--- src/rtl/mem_dma_engine.sv ---
// Block copy / block fill DMA initiator for the core's word-addressed data memory port.
// One word per two cycles for copy (read then write), one word per cycle for fill.
module mem_dma_engine #(
  parameter int LEN_W = 11
) (
  input  logic             clk,
  input  logic             rst,
  input  logic             start,
  input  logic             mode,
  input  logic [31:0]      src,
  input  logic [31:0]      dst,
  input  logic [LEN_W-1:0] len,
  input  logic [31:0]      fill_val,
  output logic             busy,
  output logic             done,
  output logic [LEN_W-1:0] words_done,
  output logic             mem_we,
  output logic [31:0]      mem_a,
  output logic [31:0]      mem_wd,
  input  logic [31:0]      mem_rd
);

  typedef enum logic [1:0] {S_IDLE, S_RD, S_WR, S_FIN} state_e;

  state_e           state_q, state_d;
  logic [31:0]      src_q, src_d;
  logic [31:0]      dst_q, dst_d;
  logic [31:0]      fill_q, fill_d;
  logic [31:0]      buf_q, buf_d;
  logic [LEN_W-1:0] rem_q, rem_d;
  logic [LEN_W-1:0] words_q, words_d;
  logic             mode_q, mode_d;

  always_ff @(posedge clk or posedge rst) begin
    if (rst) begin
      state_q <= S_IDLE;
      src_q   <= '0;
      dst_q   <= '0;
      fill_q  <= '0;
      buf_q   <= '0;
      rem_q   <= '0;
      words_q <= '0;
      mode_q  <= 1'b0;
    end else begin
      state_q <= state_d;
      src_q   <= src_d;
      dst_q   <= dst_d;
      fill_q  <= fill_d;
      buf_q   <= buf_d;
      rem_q   <= rem_d;
      words_q <= words_d;
      mode_q  <= mode_d;
    end
  end

  // Memory-side outputs decode only from registered state, never from the request inputs.
  always_comb begin
    state_d = state_q;
    src_d   = src_q;
    dst_d   = dst_q;
    fill_d  = fill_q;
    buf_d   = buf_q;
    rem_d   = rem_q;
    words_d = words_q;
    mode_d  = mode_q;
    busy    = 1'b0;
    done    = 1'b0;
    mem_we  = 1'b0;
    mem_a   = '0;
    mem_wd  = '0;
    case (state_q)
      S_IDLE: begin
        if (start) begin
          src_d   = src & ~32'h3;
          dst_d   = dst & ~32'h3;
          rem_d   = len;
          mode_d  = mode;
          fill_d  = fill_val;
          words_d = '0;
          if (len == '0)  state_d = S_FIN;
          else if (mode)  state_d = S_WR;
          else            state_d = S_RD;
        end
      end
      S_RD: begin
        busy    = 1'b1;
        mem_a   = src_q;
        buf_d   = mem_rd;
        src_d   = src_q + 32'd4;
        state_d = S_WR;
      end
      S_WR: begin
        busy    = 1'b1;
        mem_a   = dst_q;
        mem_we  = 1'b1;
        mem_wd  = mode_q ? fill_q : buf_q;
        dst_d   = dst_q + 32'd4;
        words_d = words_q + 1'b1;
        rem_d   = rem_q - 1'b1;
        if (rem_q == LEN_W'(1)) state_d = S_FIN;
        else if (mode_q)        state_d = S_WR;
        else                    state_d = S_RD;
      end
      S_FIN: begin
        busy    = 1'b1;
        done    = 1'b1;
        state_d = S_IDLE;
      end
      default: state_d = S_IDLE;
    endcase
  end

  assign words_done = words_q;

endmodule

--- config.mk ---
export PLATFORM = sky130hd
export DESIGN_NAME = mem_dma_engine
export DESIGN_NICKNAME = d
export VERILOG_FILES = /design/src/rtl/mem_dma_engine.sv
export SDC_FILE = /design/constraint.sdc
export NUM_CORES = 1
export LEC_CHECK = 0
export CORE_ASPECT_RATIO = 2
export CORE_MARGIN = 2
export CORE_UTILIZATION = 50
export CTS_CLUSTER_SIZE = 30
export DETAILED_ROUTE_END_ITERATION = 12
export MAX_ROUTING_LAYER = met4
export PLACE_DENSITY_LB_ADDON = 0.2
export SKIP_LAST_GASP = 1
export SLEW_MARGIN = 20
export SYNTH_ARGS = -nofsm -noshare
export SYNTH_HDL_FRONTEND = slang
export SYNTH_SLANG_ARGS = --single-unit
--- constraint.sdc ---
create_clock -name clk -period 6.2 [get_ports clk]
set_input_delay 0.93 -clock clk [delete_from_list [all_inputs] [get_ports clk]]
set_output_delay 0.93 -clock clk [all_outputs]
set_load 0.005 [all_outputs]
Word level (Yosys, flattened, before mapping)
Index checks and enable logic that the tools add are counted.
{ "word_totals": {"in_bits": 143, "out_inout_bits": 78, "regBits": 153} }
{ "op_classes": {"n_reduce_logical": 8, "n_addsub": 4, "n_mux": 20, "n_eq_ne": 5} }
{ "op_table": {"columns": ["op", "n"], "rows": [
  ["32-bit case mux with 2 select lines", 3],
  ["32-bit 2-to-1 mux", 4],
  ["32-bit by 3-bit adder with 32-bit output (second input constant)", 2],
  ["11-bit case mux with 2 select lines", 2],
  ["11-bit 2-to-1 mux", 2],
  ["11-bit by 1-bit adder with 11-bit output (second input constant)", 1],
  ["11-bit by 1-bit == test with 1-bit output (second input constant)", 1],
  ["11-bit zero test", 1],
  ["11-bit by 1-bit subtractor with 11-bit output (second input constant)", 1],
  ["2-bit 2-to-1 mux", 5],
  ["2-bit case mux with 4 select lines", 1],
  ["2-bit AND reduction", 3],
  ["2-bit == test (second input constant)", 2],
  ["2-bit nonzero test", 2],
  ["1-bit 2-to-1 mux", 3],
  ["3-bit OR reduction", 1],
  ["2-bit by 1-bit == test with 1-bit output (second input constant)", 1],
  ["2-bit zero test", 1],
  ["2-bit inequality test (second input constant)", 1]
]} }

Logic depth before layout (Yosys ltp)
Gate-level depths: netlist of the first run.
{ "depth": {"ltp_word": 4, "ltp_mapped": 9, "depth_no_buf": 7} }

Worst setup path after synthesis of the first run
OpenSTA, ideal clock, no wires.
{ "synth_timing": {"path_kind": "flip-flop to output port", "startpoint": "register state_q[0]", "endpoint": "output port mem_a[13]", "n_path_buf": 3, "stages_incl_launch_ff": 8, "path_slack_ps": 3561, "arrival_time_ps": 1709, "required_time_ps": 5270, "path_cell_list": "dfrtp_1 > inv_1 > ha_1 > clkbuf_1 > clkbuf_1 > buf_1 > nand2_1 > a21boi_0"} }
{ "synth_via": {"elab_chain_len": 2} }
{ "synth_rtl": {"columns": ["element", "line_no", "text"], "rows": [
  ["from (decl)", "25", "state_e state_q, state_d;"],
  ["from (signal assigned)", "45", "state_q <= state_d;"],
  ["2-bit == test / 2-bit by 1-bit == test with 1-bit output (equally long branches)", "71", "case (state_q)"],
  ["32-bit case mux with 2 select lines (*)", "71", null],
  ["to (decl)", "18", "output logic [31:0] mem_a,"]
]} }
Every way passes the cells marked *; elsewhere a longest branch is shown, timed or not.

Worst setup path after layout of the first run
{ "layout_timing": {"startpoint": "register state_q[1]", "endpoint": "output port mem_a[21]"} }
The elaborated chain is that of the path after synthesis.

==> results of run 1 <==
==> worst max-delay path: cells and delay by family (launching register included) <==
| kind | cells | cell delay (ns) |
|---|---|---|
| AOI/OAI and AO/OA | 1 | 0.40 |
| adders and majority gates | 1 | 0.66 |
| buffers and inverters | 3 | 1.27 |
| DFF | 1 | 0.43 |
| and+or+nand+nor | 1 | 0.13 |
==> cell usage in the layout, fill, tap and decap left out, drive strengths merged, types with 3 or more instances in the layout <==
cell type,instances
clkdlybuf4s50,214
dfrtp,149
nand2,75
a21oi,70
mux2,68
nor2b,53
nand3,50
nor2,50
mux2i,45
o21ai,43
o22ai,36
inv,31
nand4,26
a31oi,19
clkbuf,19
a22oi,17
a21boi,14
and3,13
nor3,11
buf,11
ha,9
nor4,8
and4,7
a2bb2oi,7
nor3b,7
clkinv,7
or3,6
o22a,5
o211ai,5
nand4b,4
xor2,3
xnor2,3
a21o,3
o2bb2ai,3
a22o,3
o311ai,3
bufinv,3
==> worst max path at each step <==
stage	startpoint	to	slack [ns]
2_1_floorplan	rst	buf_q[0]	1.26
3_3_place_gp	state_q[1]	mem_a[21]	2.43
3_5_place_dp	state_q[1]	mem_a[21]	2.44
4_1_cts	state_q[1]	mem_a[21]	1.97
5_1_grt	state_q[1]	mem_a[21]	1.76
6_report	state_q[1]	mem_a[21]	1.94
==> sequential cells by signal (all words and copies together), names as in the netlist <==
signal      cells
buf_q          32
fill_q         32
dst_q          30
src_q          30
rem_q          11
words_done     11
state_q         2
mode_q          1
==> area by class of cell <==
cell class                      count  area share [%]
Inverter                           30           1.008
Clock buffer                       19           3.710
Timing Repair Buffer              225           19.34
Tap cell                          210           2.252
Multi-Input combinational cell    696           40.38
Clock inverter                     12           1.340
Sequential cell                   149           31.96
==> stage by stage <==
| step | cell area, um^2 | hold WS, ns | setup slack [ns] |
|---|---|---|---|
| 2_1_floorplan | 8826 | 0.4792 | 1.262 |
| 3_3_place_gp | 11050 | 0.4874 | 2.428 |
| 3_5_place_dp | 11050 | 0.4940 | 2.442 |
| 4_1_cts | 11640 | 0.5086 | 1.972 |
| 5_1_grt | 11670 | 0.5151 | 1.764 |
| 6_report | 11670 | 0.5047 | 1.937 |
==> Yosys cell counts (all sizes together), types with 8 or more instances <==
library cell,instances
mux2i,45
o21ai,43
o22ai,36
ha,9
a22oi,17
nand4,26
buf,27
nor2,50
nor3,11
mux2,68
dfrtp,149
and3,13
inv,30
nand3,50
nor4,8
a21boi,14
clkbuf,47
nor2b,53
nand2,75
a31oi,19
a21oi,70
==> routing by layer <==
metal | global-route usage, % | vias up
met1 | 31.27 | 3910
met5 | - | -
met3 | 4.658 | 68
li1 | - | 3811
met4 | 15.38 | 0
met2 | 50.50 | 320
==> where the power goes <==
part / internal [W] / switching, W / leakage [nW] / total (W)
clock: 0.000632 / 0.000420 / 0.287 / 0.00105
sequential: 0.00144 / 0.000564 / 1.76 / 0.00200
combinational: 0.00147 / 0.00140 / 2.59 / 0.00288
==> cell families (layout without fill, tap and decap cells) <==
family,count (synthesis),in the layout,synth area share (%)
compound gates,244,244,17.29
fa+ha+maj,9,9,1.276
flops,149,149,42.26
mux,113,113,13.79
buf+inv,104,286,4.765
xor+xnor,6,6,0.5958
simple gates,322,322,19.98
other cells,1,2,0.04251
==> metrics.cfg, run 1 <==
[run_status]
run_status = finished clean

[cells_and_area]
final_core_util_pct = 67.56
layout.nets = 1271
n_antenna_cell = 0
final-seq-area_um2 = 3730
multi_input_area_um2 = 4712
num-fill-cells = 1444
drive_gt1_share_pct = 11.05
final_cells = 1341
synthToLayoutAreaGrowth_pct = 32.27

[critical_path]
crit_required_ns = 5.27
worstPathArrival_ns = 3.33
setup.worst_path.end_class = primary output
crit_chain = inv_1 > ha_4 > buf_4 > nand2_1 > a21boi_0 > clkdlybuf4s50_1
critPathKind = reg -> out
crit_path_top_delay_cell = ha_4
start_kind = flop
r2r_slack_ns = 2.78
worstReg2RegStart = state_q[0]
r2r-end = words_done[9]
r2r_cells = 8
critPathMaxStageDelay_ns = 0.66
critPathMaxFanout = 59

[hold_path]
hold_path_depth = 1
min_to = fill_q[9]
holdCritStartpoint = fill_q[9]
hp-class = reg -> reg

[routing]
wl_met3_um = 1388
dr_wl_met2_um = 13940
highest_layer = met4
vias_per_cell = 6.047
wl_met1_um = 9604
drt_iter0_drc = 510
vias = 8109
avgRoutedWirePerCell_um = 19.55
postRouteAntennaNets = 0
first_pass_iters = 5
drcViolationCount = 0
finalWirelength_um = 26220

[synth]
synth.area.top_cells = dfrtp_1 (42%), mux2_2 (8.7%), mux2i_1 (5.1%)
synth.distinct_cells = 62
syn_area_um2 = 8822
synthArstFlopShare_pct = 100.0
synth_top_area_share_pct = 42.26
synth_warnings = 0
synth_flop_cell = dfrtp_1
yosys.area.top_type = dfrtp_1
ys_seq_area_share_pct = 42.26
syn_inst = 948
synth_edf_count = 0
ys_seq_elements = 149
synth_area_per_cell_um2 = 9.306

[placement]
dp_hpwl_um = 18320
gp_congestion = 0.9452
place_inst = 1309
io_buffers = 214

[job]
max-cap-violations = 0

[clock_network]
cts_tree = yes
post_cts_buffers = 0
cts_buffers = 17
cts_resized = 0
clk_path_buf_depth = 2
holdBufCountCts = 0
clk_latency_ns = 0.43
h-tree-depth = 4
root_buffer = clkbuf_16
clock-sinks = 149
cts.reportedPaths.clkPinSlew_ns = 0.06

[timing]
fmax_mhz = 234.6
setup_viol = 0
rsz0062_at_grt = false
tns_ns = 0
worstMarginPinSlew_ns = 1.044
fin_crit_ns = 4.263
clock-skew-final_ns = 0.007514
max_slew_margin_pct = 30.37
fin_crit_sh_pct = 68.76
final-hold-violation-count = 0
drv_slew = 0

[grt]
antenna_found_initial = 0
grt-ovfl-total = 0
grt_start_max_net_pins = 108
grt_pass1_wl_um = 41900
grtUsageTotal_pct = 28.91
grt_pass1_vias = 8318

[power_and_ir_drop]
power_density_nw_per_um2 = 508.5
vdd_drop_max_mv = 0.3098
p_leak_nw = 4.633
power_w = 0.005933

[floorplanning]
die_area_um2 = 18790
core_area_um2 = 17270
io_pins = 221
start_util_pct = 51.08
dieWidth_um = 97.93
num_rows = 68
die_y_um = 191.9

Note: power is estimated with default switching activity, not from simulation.
==> run 2, diff against run 1 <==
--- a/config.mk
+++ b/config.mk
@@ -7,7 +7,7 @@
 export LEC_CHECK = 0
 export CORE_ASPECT_RATIO = 2
 export CORE_MARGIN = 2
-export CORE_UTILIZATION = 50
+export CORE_UTILIZATION = 45
 export CTS_CLUSTER_SIZE = 30
 export DETAILED_ROUTE_END_ITERATION = 12
 export MAX_ROUTING_LAYER = met4
==> constraint.sdc (replaced) <==
create_clock -name clk -period 3.8 [get_ports clk]
set_input_delay 0.57 -clock clk [delete_from_list [all_inputs] [get_ports clk]]
set_output_delay 0.57 -clock clk [all_outputs]
set_load 0.005 [all_outputs]
==> run 2 against run 1 <==
Against the previous run: clock skew rose by 0.00095 ns; first-iteration DRC count down 6.9%; global-route usage fell by 2.1 points; design area increased by 1.5%; critical path type unchanged; final cell count increased by 4.7%; critical endpoint is now mem_a[10].
==> metrics.cfg, run 2 (same netlist as run 1, synthesis figures left out) <==
[clock_network]
cts_tree = yes
h-tree-depth = 4
clk_path_buf_depth = 2
cts_resized = 0
cts_buffers = 17
cts.reportedPaths.clkPinSlew_ns = 0.06
clk_latency_ns = 0.43
clock-sinks = 149
post_cts_buffers = 0
root_buffer = clkbuf_16
holdBufCountCts = 0

[critical_path]
crit_path_top_delay_cell = clkdlybuf4s50_1
crit_buf_inv = 3
worstPathArrival_ns = 2.82
critPathMaxFanout = 53
setup.worst_path.end_class = primary output
critPathMaxStageDelay_ns = 0.54
crit_family = buffers and inverters
start_kind = flop
critPathKind = reg -> out
crit_chain = inv_1 > ha_4 > buf_4 > nand2_1 > a21boi_0 > clkdlybuf4s50_1
crit_required_ns = 3.23

[timing]
clock-skew-final_ns = 0.008460
worstMarginPinSlew_ns = 0.7213
tns_ns = 0
rsz0062_at_grt = false
fin_crit_ns = 3.388
drv_slew = 0
max_slew_margin_pct = 51.73
setup_viol = 0
final-hold-violation-count = 0
fin_crit_sh_pct = 89.15
fmax_mhz = 295.2

[routing]
vias = 8075
drt_iter0_drc = 475
first_pass_iters = 7
finalWirelength_um = 26600
vias_per_cell = 5.751
postRouteAntennaNets = 0
drcViolationCount = 0
avgRoutedWirePerCell_um = 18.95

[grt]
grt_pass1_vias = 8055
grt_pass1_wl_um = 41590
grt-ovfl-total = 0
antenna_found_initial = 0
grt_start_max_net_pins = 54
grtUsageTotal_pct = 26.81

[job]
max-cap-violations = 0

[cells_and_area]
drive_gt1_share_pct = 12.23
final_common_cell = clkdlybuf4s50_1
final_cell_mix = clkdlybuf4s50_1 (214), dfrtp_1 (148), nand2_1 (74)
layout.nets = 1284
final_cells = 1404
largestRegisters = buf_q x32, fill_q x32
synthToLayoutAreaGrowth_pct = 34.28
n_antenna_cell = 0
num-fill-cells = 1697

[power_and_ir_drop]
p_int_w = 0.005846
p_leak_nw = 4.680
p_seq_share_pct = 32.9
p_sw_w = 0.003920
power_density_nw_per_um2 = 824.4
pwr-share-comb_pct = 49.2
clkPwrFrac_pct = 17.8
vdd_drop_max_mv = 0.5769
p_sw_share_pct = 40.14

[floorplanning]
start_util_pct = 45.76
num_rows = 72
core_area_um2 = 19280
die_area_um2 = 20810
die_y_um = 202.0
dieWidth_um = 103.0
io_pins = 221

[placement]
place_inst = 1372
io_buffers = 214
dp_hpwl_um = 19960
gp_congestion = 0.9333

[hold_path]
hp-class = in -> async

[run_status]
run_status = finished clean

==> run 2: power by group through the flow <==
stage | clock network [W] | registers [W] | logic [W]
global placement | 0 | 0.00319 | 0.00471
global route | 0.00185 | 0.00332 | 0.00527
finish | 0.00174 | 0.00322 | 0.00481
detailed placement | 0 | 0.00323 | 0.00481
CTS | 0.00178 | 0.00320 | 0.00483
floorplan | 0 | 0.00286 | 0.00328
==> run 2: worst reg2reg max path, stage by stage, from the launching register on <==
cell and delay (ns):
dfrtp_1 0.44, inv_1 0.13, ha_4 0.44, nand2_1 0.34, nor3_4 0.47, nand4b_1 0.28, or3_1 0.40, nand3_1 0.08
==> run 2: through the flow <==
| step | setup slack, ns | area, um^2 | hold WS, ns | utilization [%] | total power, W |
|---|---|---|---|---|---|
| final | 0.4124 | 11850 | 0.4996 | 61.45 | 0.009766 |
| after global routing | 0.2351 | 11850 | 0.5143 | 61.45 | 0.01044 |
| after CTS | 0.4015 | 11850 | 0.5010 | 61.45 | 0.009808 |
| after detailed placement | 0.8728 | 11240 | 0.4938 | 58.29 | 0.008038 |
| after global placement | 0.9080 | 11240 | 0.4877 | 58.29 | 0.007903 |
| after floorplan | 1.355 | 8830 | 0.4792 | - | 0.006135 |
==> run 2: worst paths after layout <==
check	startpoint	to	slack, ns	depth (start not counted)
setup / recovery	state_q[0]	mem_a[10]	0.41	6
hold / removal	rst	rem_q[7]	0.50	2
setup reg to reg	state_q[1]	src_q[30]	1.16	7
hold reg to reg	buf_q[10]	buf_q[10]	0.50	1
max in group asynchronous	rst	fill_q[20]	2.65	3
min in group clk	buf_q[10]	buf_q[10]	0.50	1
==> run 2: routing by layer <==
| layer | vias to the layer above | track usage [%] | share of wire (%) |
|---|---|---|---|
| li1 | 3841 | - | - |
| met1 | 3880 | 29.16 | 37 |
| met5 | - | - | 0 |
| met4 | 0 | 12.55 | 4.4 |
| met2 | 289 | 45.76 | 53 |
| met3 | 65 | 5.463 | 5.6 |
==> run 2: area by class of cell <==
cell class	count	area (um^2)	share of cell area, %
multi-input cells	696	4721	39.85
flip-flops and latches	149	3730	31.48
repair buffers	238	2347	19.81
clock buffers	18	429.2	3.623
well taps	259	324.1	2.736
clock inverters	14	178.9	1.510
inverters	30	116.4	0.9823
==> run 3, diff against run 2 <==
--- a/config.mk
+++ b/config.mk
@@ -5,9 +5,11 @@
 export SDC_FILE = /design/constraint.sdc
 export NUM_CORES = 1
 export LEC_CHECK = 0
+export CELL_PAD_IN_SITES_DETAIL_PLACEMENT = 1
+export CELL_PAD_IN_SITES_GLOBAL_PLACEMENT = 1
 export CORE_ASPECT_RATIO = 2
 export CORE_MARGIN = 2
-export CORE_UTILIZATION = 45
+export CORE_UTILIZATION = 34
 export CTS_CLUSTER_SIZE = 30
 export DETAILED_ROUTE_END_ITERATION = 12
 export MAX_ROUTING_LAYER = met4
==> run 3 against run 2 <==
Against the previous run: routed wire length up 15%; clock power rose by 3%; largest cell class unchanged; final cell count increased by 5.8%; combinational power up 2%; hold slack improved by 0.0082 ns; design area increased by 1.1%; utilization shrank 15 points; maximum frequency shrank 1.6%.
==> metrics.cfg, run 3 (same netlist as run 1, synthesis figures left out) <==
[cells_and_area]
num-fill-cells = 2927
layout.nets = 1284
largestRegisters = buf_q x32, fill_q x32
final_cell_mix = clkdlybuf4s50_1 (214), dfrtp_1 (148), nand2_1 (74)
n_antenna_cell = 0
final_common_cell = clkdlybuf4s50_1
synthToLayoutAreaGrowth_pct = 35.70
drive_gt1_share_pct = 12.31
final_cells = 1485

[power_and_ir_drop]
p_leak_nw = 4.710
power_w = 0.009956
power_density_nw_per_um2 = 831.7
vdd_drop_max_mv = 0.5086

[timing]
rsz0062_at_grt = false
worstMarginPinSlew_ns = 0.6649
max_slew_margin_pct = 55.26
drv_slew = 0
fin_crit_ns = 3.444
clock-skew-final_ns = 0.01134
hold_ws_ns = 0.5078
fin_ws_ns = 0.3558
fmax_mhz = 290.3
fin_crit_sh_pct = 90.64
final-hold-violation-count = 0
setup_viol = 0
tns_ns = 0

[clock_network]
cts_resized = 0
clk_path_buf_depth = 2
root_buffer = clkbuf_16
post_cts_buffers = 0
clk_latency_ns = 0.45
cts.reportedPaths.clkPinSlew_ns = 0.07
holdBufCountCts = 0
cts_buffers = 17
clock-sinks = 149
cts_tree = yes
h-tree-depth = 4

[floorplanning]
num_rows = 83
die_area_um2 = 27330
core_area_um2 = 25550
die_y_um = 231.8
start_util_pct = 34.53
io_pins = 221
dieWidth_um = 117.9

[critical_path]
worstPathArrival_ns = 2.87
critPathMaxStageDelay_ns = 0.60
crit_required_ns = 3.23
crit_start = state_q[0]
crit_chain = inv_1 > ha_4 > nand2_1 > a21boi_0 > clkdlybuf4s50_1
start_kind = flop
worstReg2RegStart = state_q[1]
crit_path_top_delay_cell = clkdlybuf4s50_1
critPathKind = reg -> out
critPathMaxFanout = 58
setup.worst_path.end_class = primary output

[grt]
grt_pass1_vias = 8562
grt_start_max_net_pins = 61
antenna_found_initial = 0
grtUsageTotal_pct = 23.47
grt_pass1_wl_um = 47910
grt-ovfl-total = 0

[routing]
vias_per_cell = 5.495
first_pass_iters = 4
postRouteAntennaNets = 0
drt_iter0_drc = 443
finalWirelength_um = 30680
avgRoutedWirePerCell_um = 20.66
vias = 8160
drcViolationCount = 0

[hold_path]
holdCritStartpoint = buf_q[18]
hp-class = reg -> reg

[job]
max-cap-violations = 0

[placement]
dp_hpwl_um = 22880
io_buffers = 214
gp_congestion = 0.8453
place_inst = 1453
place_ws_ns = 0.8389

[run_status]
run_status = finished clean

-- run 3: cell count changes in the layout (fill, tap and decap cells not counted), sizes merged --
cell      change
inv           +8
clkinvlp      -5
clkbuf        -1
bufinv        -2
-- run 3: worst max-delay path: cells and delay by family, from the launching register on --
family / cells / cell delay [ns]
buf+inv: 2 / 0.75
fa+ha+maj: 1 / 0.55
flops: 1 / 0.46
compound gates: 1 / 0.43
simple gates: 1 / 0.20
-- run 3: path summary, 6_finish.rpt --
| path | end | slack [ns] | cells after the start |
|---|---|---|---|
| min in group asynchronous | rem_q[9] | 0.53 | 2 |
| max in group asynchronous | fill_q[23] | 2.41 | 3 |
| worst min register to register | buf_q[18] | 0.51 | 1 |
| worst min-delay path | buf_q[18] | 0.51 | 1 |
| worst max-delay path | mem_a[21] | 0.36 | 5 |
| worst max register to register | src_q[30] | 1.10 | 7 |
-- run 3: per-stage QoR --
step	utilization, %	cell area (um^2)
floorplan	-	8830
global placement	44.44	11350
detailed placement	44.44	11350
CTS	46.86	11970
global route	46.86	11970
finish	46.86	11970
-- run 3: layout make-up --
cell class	instances	area, um^2	area share, %
Multi-Input combinational cell	696	4721	39.43
Sequential cell	149	3730	31.16
Timing Repair Buffer	238	2360	19.71
Clock buffer	17	425.4	3.554
Tap cell	340	425.4	3.554
Clock inverter	15	193.9	1.620
Inverter	30	116.4	0.9720
-- run 3: metal layers --
metal  up-vias  global-route usage (%)  part of all wire, %
li1       3832                       -                    -
met1      4084                   23.86                   37
met5         -                       -                    0
met3        51                   4.519                  4.0
met2       193                   43.28                   55
met4         0                   10.50                  3.5
-- run 3: power breakdown --
group	total (W)	switching [W]	internal, W
registers	0.00326	0.000914	0.00235
clock network	0.00180	0.000840	0.000956
logic	0.00490	0.00242	0.00248
total	0.00996	0.00417	0.00578
